==> src/rtl/miriscv_pkg.sv <==
// Shared core definitions: datapath widths, the canonical NOP encoding
// and the prefetch buffer's default depth and stream states.
package miriscv_pkg;

   localparam int unsigned XLEN     = 32;
   localparam int unsigned ILEN     = 32;
   localparam logic [31:0] NOP      = 32'h00000013;
   localparam int unsigned PF_DEPTH = 4;

   // Prefetch stream control: idle (no fetching) or streaming from pf_addr.
   typedef enum logic {
      PF_IDLE,
      PF_STREAM
   } pf_state_e;

endpackage

==> src/rtl/miriscv_sync_fifo.sv <==
// Small synchronous FIFO with a synchronous clear and a first-word
// fall-through head. DEPTH must be a power of two so pointers wrap naturally.
module miriscv_sync_fifo #(
   parameter int unsigned WIDTH = 32,
   parameter int unsigned DEPTH = 4
) (
   input  logic                       clk_i,
   input  logic                       rst_i,
   input  logic                       push,
   input  logic                       pop,
   input  logic                       clear,
   input  logic [WIDTH-1:0]           wdata,
   output logic                       full,
   output logic                       empty,
   output logic [$clog2(DEPTH+1)-1:0] count,
   output logic [WIDTH-1:0]           rdata
);

   localparam int unsigned AW = $clog2(DEPTH);
   localparam int unsigned CW = $clog2(DEPTH+1);
   localparam logic [CW-1:0] FULL_COUNT = CW'(DEPTH);

   logic [WIDTH-1:0] storage [DEPTH];
   logic [AW-1:0]    rd_ptr;
   logic [AW-1:0]    wr_ptr;
   logic             do_push;
   logic             do_pop;

   // Status flags, qualified push/pop strobes and the head word.
   always_comb begin
      full    = (count == FULL_COUNT);
      empty   = (count == '0);
      do_push = push & (~full | pop);
      do_pop  = pop & ~empty;
      rdata   = storage[rd_ptr];
   end

   // Pointer and occupancy tracking; clear wins over a same-cycle push.
   always_ff @(posedge clk_i) begin
      if (rst_i || clear) begin
         rd_ptr <= '0;
         wr_ptr <= '0;
         count  <= '0;
      end else begin
         if (do_push) wr_ptr <= wr_ptr + AW'(1);
         if (do_pop)  rd_ptr <= rd_ptr + AW'(1);
         case ({do_push, do_pop})
            2'b10:   count <= count + CW'(1);
            2'b01:   count <= count - CW'(1);
            default: count <= count;
         endcase
      end
   end

   // Data storage; not reset since occupancy gates every read.
   always_ff @(posedge clk_i) begin
      if (do_push && !clear) storage[wr_ptr] <= wdata;
   end

   // The upstream issue limit must never let a push reach a full FIFO.
   always_ff @(posedge clk_i) begin
      if (!rst_i && !clear) begin
         assert (!(push && full && !pop));
      end
   end

endmodule

==> src/rtl/miriscv_instr_prefetch_buffer.sv <==
// Instruction prefetch buffer: streams sequential word fetches into a FIFO
// ahead of the fetch unit, answering sequential requests with a one-cycle
// registered response and restarting the stream on a mismatch or kill.
module miriscv_instr_prefetch_buffer #(
   parameter int unsigned DEPTH = miriscv_pkg::PF_DEPTH,
   parameter int unsigned XLEN  = miriscv_pkg::XLEN
) (
   input  logic            clk_i,
   input  logic            rst_i,
   input  logic            core_req_i,
   input  logic [XLEN-1:0] core_addr_i,
   input  logic            core_flush_i,
   output logic            core_rvalid_o,
   output logic [XLEN-1:0] core_rdata_o,
   output logic            mem_req_o,
   output logic [XLEN-1:0] mem_addr_o,
   input  logic            mem_gnt_i,
   input  logic            mem_rvalid_i,
   input  logic [XLEN-1:0] mem_rdata_i
);

   import miriscv_pkg::*;

   localparam int unsigned CW = $clog2(DEPTH+1);
   localparam logic [CW:0] LIMIT = (CW+1)'(DEPTH);

   pf_state_e       state;
   logic [XLEN-1:0] pf_addr;
   logic [XLEN-1:0] head_addr;
   logic [CW-1:0]   outstanding;
   logic [CW-1:0]   discard;

   logic [CW-1:0]   fifo_count;
   logic            fifo_full;
   logic            fifo_empty;
   logic [XLEN-1:0] fifo_head;

   logic [CW:0]     in_use;
   logic            grant;
   logic            resp_push;
   logic            resp_drop;
   logic            req_live;
   logic            addr_match;
   logic            hit;
   logic            miss;
   logic            redirect;
   logic            fifo_clear;
   logic [CW-1:0]   outstanding_nxt;
   logic [XLEN-1:0] target_addr;
   logic            unused_addr_lsbs;

   // Issue gating, response routing and hit/miss classification.
   always_comb begin
      in_use     = {1'b0, fifo_count} + {1'b0, outstanding};
      mem_req_o  = (state == PF_STREAM) && (in_use < LIMIT) && !fifo_full;
      mem_addr_o = pf_addr;
      grant      = mem_req_o & mem_gnt_i;
      resp_drop  = mem_rvalid_i & (discard != '0);
      resp_push  = mem_rvalid_i & (discard == '0);

      req_live   = (state == PF_STREAM) & core_req_i & ~core_rvalid_o & ~core_flush_i;
      addr_match = (core_addr_i[XLEN-1:2] == head_addr[XLEN-1:2]);
      hit        = req_live & addr_match & ~fifo_empty;
      miss       = req_live & ~addr_match;
      redirect   = ~core_flush_i & core_req_i & ((state == PF_IDLE) | miss);
      fifo_clear = redirect | core_flush_i;

      // Every request still in flight after this edge (including a grant
      // landing on the redirect edge itself) belongs to the old stream.
      outstanding_nxt = outstanding + CW'(grant) - CW'(mem_rvalid_i);

      target_addr      = {core_addr_i[XLEN-1:2], 2'b00};
      unused_addr_lsbs = ^core_addr_i[1:0];
   end

   // Stream FSM, address/credit counters and the registered core response.
   always_ff @(posedge clk_i) begin
      if (rst_i) begin
         state         <= PF_IDLE;
         pf_addr       <= '0;
         head_addr     <= '0;
         outstanding   <= '0;
         discard       <= '0;
         core_rvalid_o <= 1'b0;
         core_rdata_o  <= XLEN'(NOP);
      end else begin
         outstanding   <= outstanding_nxt;
         core_rvalid_o <= hit;
         if (hit) begin
            core_rdata_o <= fifo_head;
            head_addr    <= head_addr + XLEN'(4);
         end
         if (grant)     pf_addr <= pf_addr + XLEN'(4);
         if (resp_drop) discard <= discard - CW'(1);

         if (core_flush_i) begin
            state   <= PF_IDLE;
            discard <= outstanding_nxt;
         end else if (redirect) begin
            state     <= PF_STREAM;
            discard   <= outstanding_nxt;
            pf_addr   <= target_addr;
            head_addr <= target_addr;
         end
      end
   end

   miriscv_sync_fifo #(
      .WIDTH (XLEN),
      .DEPTH (DEPTH)
   ) u_fifo (
      .clk_i (clk_i),
      .rst_i (rst_i),
      .push  (resp_push),
      .pop   (hit),
      .clear (fifo_clear),
      .wdata (mem_rdata_i),
      .full  (fifo_full),
      .empty (fifo_empty),
      .count (fifo_count),
      .rdata (fifo_head)
   );

endmodule

==> config.mk <==
export PLATFORM = sky130hd
export DESIGN_NAME = miriscv_instr_prefetch_buffer
export DESIGN_NICKNAME = d
export VERILOG_FILES = /design/src/rtl/miriscv_pkg.sv /design/src/rtl/miriscv_sync_fifo.sv /design/src/rtl/miriscv_instr_prefetch_buffer.sv
export SDC_FILE = /design/constraint.sdc
export NUM_CORES = 1
export LEC_CHECK = 0
export BUFFER_PORTS_ARGS = -buffer_cell sky130_fd_sc_hd__buf_2
export CAP_MARGIN = 20
export CORE_MARGIN = 2
export CORE_UTILIZATION = 36
export DETAILED_ROUTE_END_ITERATION = 10
export GPL_ROUTABILITY_DRIVEN = 0
export PLACE_DENSITY = 0.61
export SYNTH_ARGS = -nofsm -noshare
export SYNTH_HDL_FRONTEND = slang
export SYNTH_SLANG_ARGS = --single-unit
==> constraint.sdc <==
create_clock -name clk_i -period 5.5 [get_ports clk_i]
set_input_delay 0.55 -clock clk_i [delete_from_list [all_inputs] [get_ports clk_i]]
set_output_delay 0.55 -clock clk_i [all_outputs]
set_load 0.01 [all_outputs]
== Word-level counts from Yosys, hierarchy flattened ==
Memories as Yosys holds them, arrays and structs flattened. A register that Yosys moved wholly into a read port is not among the register bits.
Cells that the tools add are included.
Storage, ports and cells
  register bits: 79
  input port bits: 70
  memories: 1
  output and inout bits: 66
  bits in read-only memories: 0
  word-level logic and storage cells: 71
  bits in latches: 0
  memory bits (writable): 128
Operators by class
  shift operators: 0
  reduce and logical (&&, ||, !) cells: 12
  order comparisons: 1
  divide/modulo/power cells: 0
  add/subtract/negate cells: 10
  equality and inequality tests: 4
  mux-type cells: 12
  bitwise logic cells: 22
  multiply operators: 0
Memory list
  u_fifo.storage: words 4, bits a word 32, read ports 1, clocked after Yosys merged registers in 1, write ports 1, RTL line miriscv_sync_fifo.sv:23  | logic [WIDTH-1:0] storage [DEPTH];
Operators with widths (count)
  $mux W32: 6
  $add A32 B3 Y32 const B: 2
  $eq A30 B30 Y1: 1
  $and A1 B1 Y1: 13
  $mux W3: 3
  $logic_not A3 Y1: 2
  $not A1 Y1: 6
  $pmux W3 S2: 1
  $reduce_bool A3 Y1: 2
  $sub A3 B1 Y3 const B: 2
  $add A2 B1 Y2 const B: 2
  $add A3 B3 Y4: 1
  $lt A4 B3 Y1 const B: 1
  $add A3 B1 Y3: 1
  $add A3 B1 Y3 const B: 1
  $eq A3 B3 Y1 const B: 1
  $logic_and A1 B1 Y1: 3
  $or A1 B1 Y1: 3
  $sub A3 B1 Y3: 1
  $eq A2 B1 Y1 const B: 1
  $eq A2 B2 Y1 const B: 1
  $logic_not A1 Y1: 2
  $mux W1: 2
  $reduce_bool A2 Y1: 1
  2 further kinds: 2

== Longest topological paths before layout ==
  depth in word-level cells: 11
  gate-level depth with buffers: 14
  depth with buffers taken out: 13

== By module ==
From an unflattened synthesis, not the netlist that was laid out.
Unflattened totals
  cell total of the unflattened synthesis: 849
  area total of the unflattened synthesis: 10402.5 sq um
By module, submodules not included
  miriscv_instr_prefetch_buffer: times used 1, sequential area each 2001.9 sq um, area each 5300.1 sq um, cells each 628
  miriscv_sync_fifo: times used 1, sequential area each 4023.9 sq um, area each 5102.4 sq um, cells each 221

== Worst setup path before layout ==
Ideal clock, no wire load.
  path kind: register to register
  start: register u_fifo.count[2]
  end: register discard[2]
  setup time: 121 ps
  slack: 2150 ps
  path buffers: 1
  stages on the path, launching flop included: 13
  data arrival time: 3230 ps
  cells stage by stage: dfxtp_1 -> ha_1 -> or4b_1 -> or4b_4 -> buf_6 -> ha_1 -> inv_1 -> ha_1 -> fa_1 -> xnor2_1 -> xnor2_1 -> nor2_1 -> mux2_2
On the way
  longest elaborated chain between the ends: 9
  elaborated cells on any way between the ends: 11
  those cells by class: 3 x add/sub; 1 x order compare; 1 x eq/ne; 2 x mux; 1 x bitwise; 3 x reduce/logical
RTL lines
  start, declared: RTL line miriscv_sync_fifo.sv:15  | output logic [$clog2(DEPTH+1)-1:0] count,
  start signal, assigned: RTL line miriscv_sync_fifo.sv:48  | 2'b10: count <= count + CW'(1);
  start signal, assigned: RTL line miriscv_sync_fifo.sv:49  | 2'b01: count <= count - CW'(1);
  start signal, assigned: RTL line miriscv_sync_fifo.sv:50  | default: count <= count;
  $add A3 B3 Y4: RTL line miriscv_instr_prefetch_buffer.sv:54  | in_use = {1'b0, fifo_count} + {1'b0, outstanding};
  $lt A4 B3 Y1: RTL line miriscv_instr_prefetch_buffer.sv:55  | mem_req_o = (state == PF_STREAM) && (in_use < LIMIT) && !fifo_full;
  $logic_and A1 B1 Y1: RTL line miriscv_instr_prefetch_buffer.sv:55
  $logic_and A1 B1 Y1 (*): RTL line miriscv_instr_prefetch_buffer.sv:55
  $and A1 B1 Y1 (*): RTL line miriscv_instr_prefetch_buffer.sv:57  | grant = mem_req_o & mem_gnt_i;
  $add A3 B1 Y3 (*): RTL line miriscv_instr_prefetch_buffer.sv:70  | outstanding_nxt = outstanding + CW'(grant) - CW'(mem_rvalid_i);
  $sub A3 B1 Y3 (*): RTL line miriscv_instr_prefetch_buffer.sv:70
  $mux W3: RTL line miriscv_instr_prefetch_buffer.sv:99  | end else if (redirect) begin
  $mux W3 (*): RTL line miriscv_instr_prefetch_buffer.sv:96  | if (core_flush_i) begin
  end signal, assigned: RTL line miriscv_instr_prefetch_buffer.sv:94  | if (resp_drop) discard <= discard - CW'(1);
  end signal, assigned: RTL line miriscv_instr_prefetch_buffer.sv:98  | discard <= outstanding_nxt;
  end signal, assigned: RTL line miriscv_instr_prefetch_buffer.sv:101  | discard <= outstanding_nxt;
  end, declared: RTL line miriscv_instr_prefetch_buffer.sv:31  | logic [CW-1:0] discard;
Every way passes the cells marked *; elsewhere a longest branch is shown, timed or not.
A chain may end at the register's enable or synchronous reset.

== Final worst setup path ==
  start: register head_addr[23]
  end: memory u_fifo.storage[2][31], enable pin
On the way
  longest elaborated chain between the ends: 10
  elaborated cells on any way between the ends: 14
  those cells by class: 1 x eq/ne; 2 x mux; 9 x bitwise; 2 x reduce/logical
RTL lines
  start, declared: RTL line miriscv_instr_prefetch_buffer.sv:29  | logic [XLEN-1:0] head_addr;
  start signal, assigned: RTL line miriscv_instr_prefetch_buffer.sv:91  | head_addr <= head_addr + XLEN'(4);
  start signal, assigned: RTL line miriscv_instr_prefetch_buffer.sv:103  | head_addr <= target_addr;
  $eq A30 B30 Y1 (*): RTL line miriscv_instr_prefetch_buffer.sv:62  | addr_match = (core_addr_i[XLEN-1:2] == head_addr[XLEN-1:2]);
  $not A1 Y1: RTL line miriscv_instr_prefetch_buffer.sv:64  | miss = req_live & ~addr_match;
  $and A1 B1 Y1: RTL line miriscv_instr_prefetch_buffer.sv:64
  $or A1 B1 Y1: RTL line miriscv_instr_prefetch_buffer.sv:65  | redirect = ~core_flush_i & core_req_i & ((state == PF_IDLE) | miss);
  $and A1 B1 Y1: RTL line miriscv_instr_prefetch_buffer.sv:65
  $or A1 B1 Y1: RTL line miriscv_instr_prefetch_buffer.sv:66  | fifo_clear = redirect | core_flush_i;
  $logic_not A1 Y1: RTL line miriscv_sync_fifo.sv:57  | if (do_push && !clear) storage[wr_ptr] <= wdata;
  $logic_and A1 B1 Y1 (*): RTL line miriscv_sync_fifo.sv:57
  $mux W1 (*): RTL line miriscv_sync_fifo.sv:57
  $mux W1 (implied by the code) (*): RTL line miriscv_sync_fifo.sv:57
  end, declared: RTL line miriscv_sync_fifo.sv:23
Marked as above.

==> metrics.log <==
INFO  metric netlist_top_cells_count = edfxtp_1, dfxtp_1, nand2_1, a21oi_1, xnor2_1
INFO  metric postCtsHoldBufs = 0
INFO  metric cts_made_buffers = 26
INFO  metric asyncSetResetFlopFracSynth = 0%
INFO  metric grt_first_pass_wirelength = 38.7 mm
INFO  metric final_layout_size_suffix_gt1_share = 25.4%
INFO  metric final.min_clock_period = 3.64 ns
INFO  metric max_ir_drop_vdd = 0.000254 V
INFO  metric yosysWarningCount = 0
INFO  metric end_kind = flop
INFO  metric clk_pin_slew = 0.06 ns
INFO  metric drt-pass1-iter-count = 4
INFO  metric antenna_found_initial = 3
INFO  metric multi_input_comb_area = 4040 um2
INFO  metric syn_to_final_growth = 18.1%
INFO  metric slew_violations = 0
INFO  metric totalNegativeSetupSlack = 0 ns
INFO  metric cts.root.buffer_cell = clkbuf_16
INFO  metric worst_slew_margin_rel = 37.2%
INFO  metric cts_setup_buffers = 0
INFO  metric number_of_drc_violations_after_detailed_routing_iteration_0 = 419
INFO  metric num-fill-cells = 2671
INFO  metric synth_top_cell_area_share = 37.4%
INFO  metric fin_total_pwr = 4.06 mW
INFO  metric critical_path_arrival = 3.80 ns
INFO  metric yosys_register_bits = 235
INFO  metric postCtsResizedCells = 0
INFO  metric synth_simple_gate_area_share = 13.4%
INFO  metric netlist_area_pre_place = 10300 um2
INFO  metric synth_top_family_by_area = simple AND/OR/NAND/NOR gates
INFO  metric finalCoreUtilization = 43.5%
INFO  metric io_buffers = 131
INFO  metric vias_in_the_first_global_route = 6842
INFO  metric count_of_mapped_cells_out_of_synthesis = 838
INFO  metric post_synth_num_cell_types = 53
INFO  metric drt_drc_violations_left = 0
INFO  metric post-synth-top-count-cell = edfxtp_1
INFO  metric grt_max_degree = 72
INFO  metric cellPowerDensity = 334 nW/um2
INFO  metric worstPathMaxFanout = 32
INFO  metric clock_latency_at_the_later_pin_of_the_worst_skew_pair = 0.54 ns
INFO  metric total_leakage_power = 4.06 nW
INFO  metric tightestPinTransition = 0.941 ns
INFO  metric wl_per_cell = 18.0 um
INFO  metric setup_violations = 0
INFO  metric timing.hold.worst.class = in -> reg
INFO  metric area_fraction_in_compound_gates_after_synthesis = 8.97%
INFO  metric core_outline_area = 27900 um2
INFO  metric yosys-mux-area-fraction = 7.43%
INFO  metric final_hold_viol_count = 0
INFO  metric skew = 0.0159 ns
INFO  metric path_class = reg -> reg
INFO  metric tritoncts = built
INFO  metric unrepaired_setup_endpoints_after_global_routing = false
INFO  metric yosys.area_share.xor_xnor = 7.23%
INFO  metric synth_seq_area_share = 58.2%
INFO  metric synth_flop_cell = edfxtp_1
INFO  metric clock_sinks = 235
INFO  metric run_status = complete, no violations
INFO  metric vias_per_cell = 5.16
INFO  metric synth.largest_area_cell = edfxtp_1
INFO  metric route.vias.total = 6977
INFO  metric clock.fmax = 275 MHz
INFO  metric overflow = 0
INFO  metric dieArea = 30000 um2
INFO  metric nets_final = 1038
INFO  metric die_w = 173 um
INFO  metric synthAdderAreaFrac = 1.97%
INFO  metric post-route-period-util = 66.2%
INFO  metric initial_utilization = 36.8%
INFO  metric max_cap_viol_count = 0
INFO  metric dp_hpwl = 16.0 mm
INFO  metric track_usage = 16.0%
INFO  metric i_o_pin_cnt = 136
INFO  metric detail_route.wirelength = 24.3 mm
INFO  metric synthesis.area_per_instance = 12.3 um2
INFO  metric level_count_of_the_clock_h_tree = 1
INFO  metric regArea = 5990 um2
INFO  metric fp-row-count = 61
INFO  metric critPathLaunchType = flop
INFO  metric synth_edf_count = 128
INFO  metric post_synth_main_area_contributors = edfxtp_1, dfxtp_1, mux4_2
INFO  metric timing.critical_path.required = 5.66 ns
INFO  metric die-height = 173 um
INFO  metric antenna_nets_post_route = 0
INFO  metric clk_path_buf_depth = 3
## stage by stage
| stage | hold WS, ns | instances | area [um2] | setup slack (ns) |
|---|---|---|---|---|
| finish | 0.226 | 1352 | 12200 | 1.86 |
| global route | 0.209 | 1351 | 12100 | 1.52 |
| detailed placement | 0.441 | 1303 | 11300 | 1.53 |
| floorplan | 0.476 | 839 | 10300 | 2.15 |
| CTS | 0.204 | 1350 | 12100 | 1.83 |
| global placement | 0.437 | 1303 | 11300 | 1.55 |
## worst paths after layout
check | end | slack [ns] | depth (start not counted) | start
setup reg to reg | u_fifo.storage[2][31] | 1.86 | 6 | head_addr[23]
setup / recovery | u_fifo.storage[2][31] | 1.86 | 6 | head_addr[23]
hold reg to reg | core_rdata_o[3] | 0.45 | 2 | core_rdata_o[3]
hold / removal | u_fifo.storage[2][11] | 0.23 | 1 | mem_rdata_i[11]
## where the power goes
| group | switching [mW] | internal [mW] |
|---|---|---|
| logic | 0.189 | 0.152 |
| registers | 0.0650 | 1.93 |
| clock network | 0.686 | 1.04 |
| total | 0.940 | 3.12 |
## logic make-up (layout without fill, tap and decap cells)
| group | count (synthesis) | after routing |
|---|---|---|
| fa+ha+maj | 15 | 15 |
| flops | 235 | 235 |
| compound gates | 141 | 141 |
| simple gates | 254 | 254 |
| other cells | 1 | 4 |
| xor+xnor | 85 | 85 |
| mux | 36 | 36 |
| buf+inv | 71 | 204 |
## registers in the layout, summed over array words and instances, names as in the netlist
signal / count
state: 1
head_addr: 30
outstanding: 3
core_rvalid_o: 1
u_fifo.rd_ptr: 2
core_rdata_o: 32
mem_addr_o: 30
discard: 3
u_fifo.count: 3
u_fifo.wr_ptr: 2
u_fifo.storage: 128
## final cells by class
class / count / share of cell area [%]
Timing Repair Buffer: 138 / 5.85
Sequential cell: 235 / 49.3
Antenna cell: 2 / 0.0412
Inverter: 19 / 0.587
Tap cell: 378 / 3.89
Clock buffer: 40 / 6.20
Multi-Input combinational cell: 533 / 33.3
Clock inverter: 7 / 0.896
## worst max-delay path, cell delays in order (launching register included)
cell and delay (ns):
dfxtp_1 0.44, xnor2_1 0.19, nand4_1 0.24, nor4_2 0.80, a21boi_0 0.40, nor2_1 0.33
and3_2 0.84
## cells in the final DEF, fill, tap and decap left out, types with 6 or more instances in the layout
cell,count
nand3_1,29
dfxtp_1,105
mux4_2,32
inv_1,19
buf_4,8
and3_1,10
a21oi_1,62
or4_1,7
or3_1,10
o21ai_0,10
ha_1,13
nor3_1,9
nor3_2,6
xnor2_1,59
buf_2,130
edfxtp_1,128
nand2_1,89
nor2_1,23
clkbuf_1,9
nand4_1,22
xor2_1,26
clkbuf_16,26
a211oi_1,42
a311oi_1,13
## metal layers
| metal | GRT usage, % | wire length, um | vias to the layer above |
|---|---|---|---|
| met5 | 0 | 13 | - |
| met4 | 3.07 | 391 | 2 |
| met3 | 3.80 | 1660 | 32 |
| met2 | 26.3 | 11300 | 209 |
| met1 | 21.9 | 10900 | 3381 |
| li1 | - | - | 3353 |
Note: power is estimated with default switching activity, not from simulation.
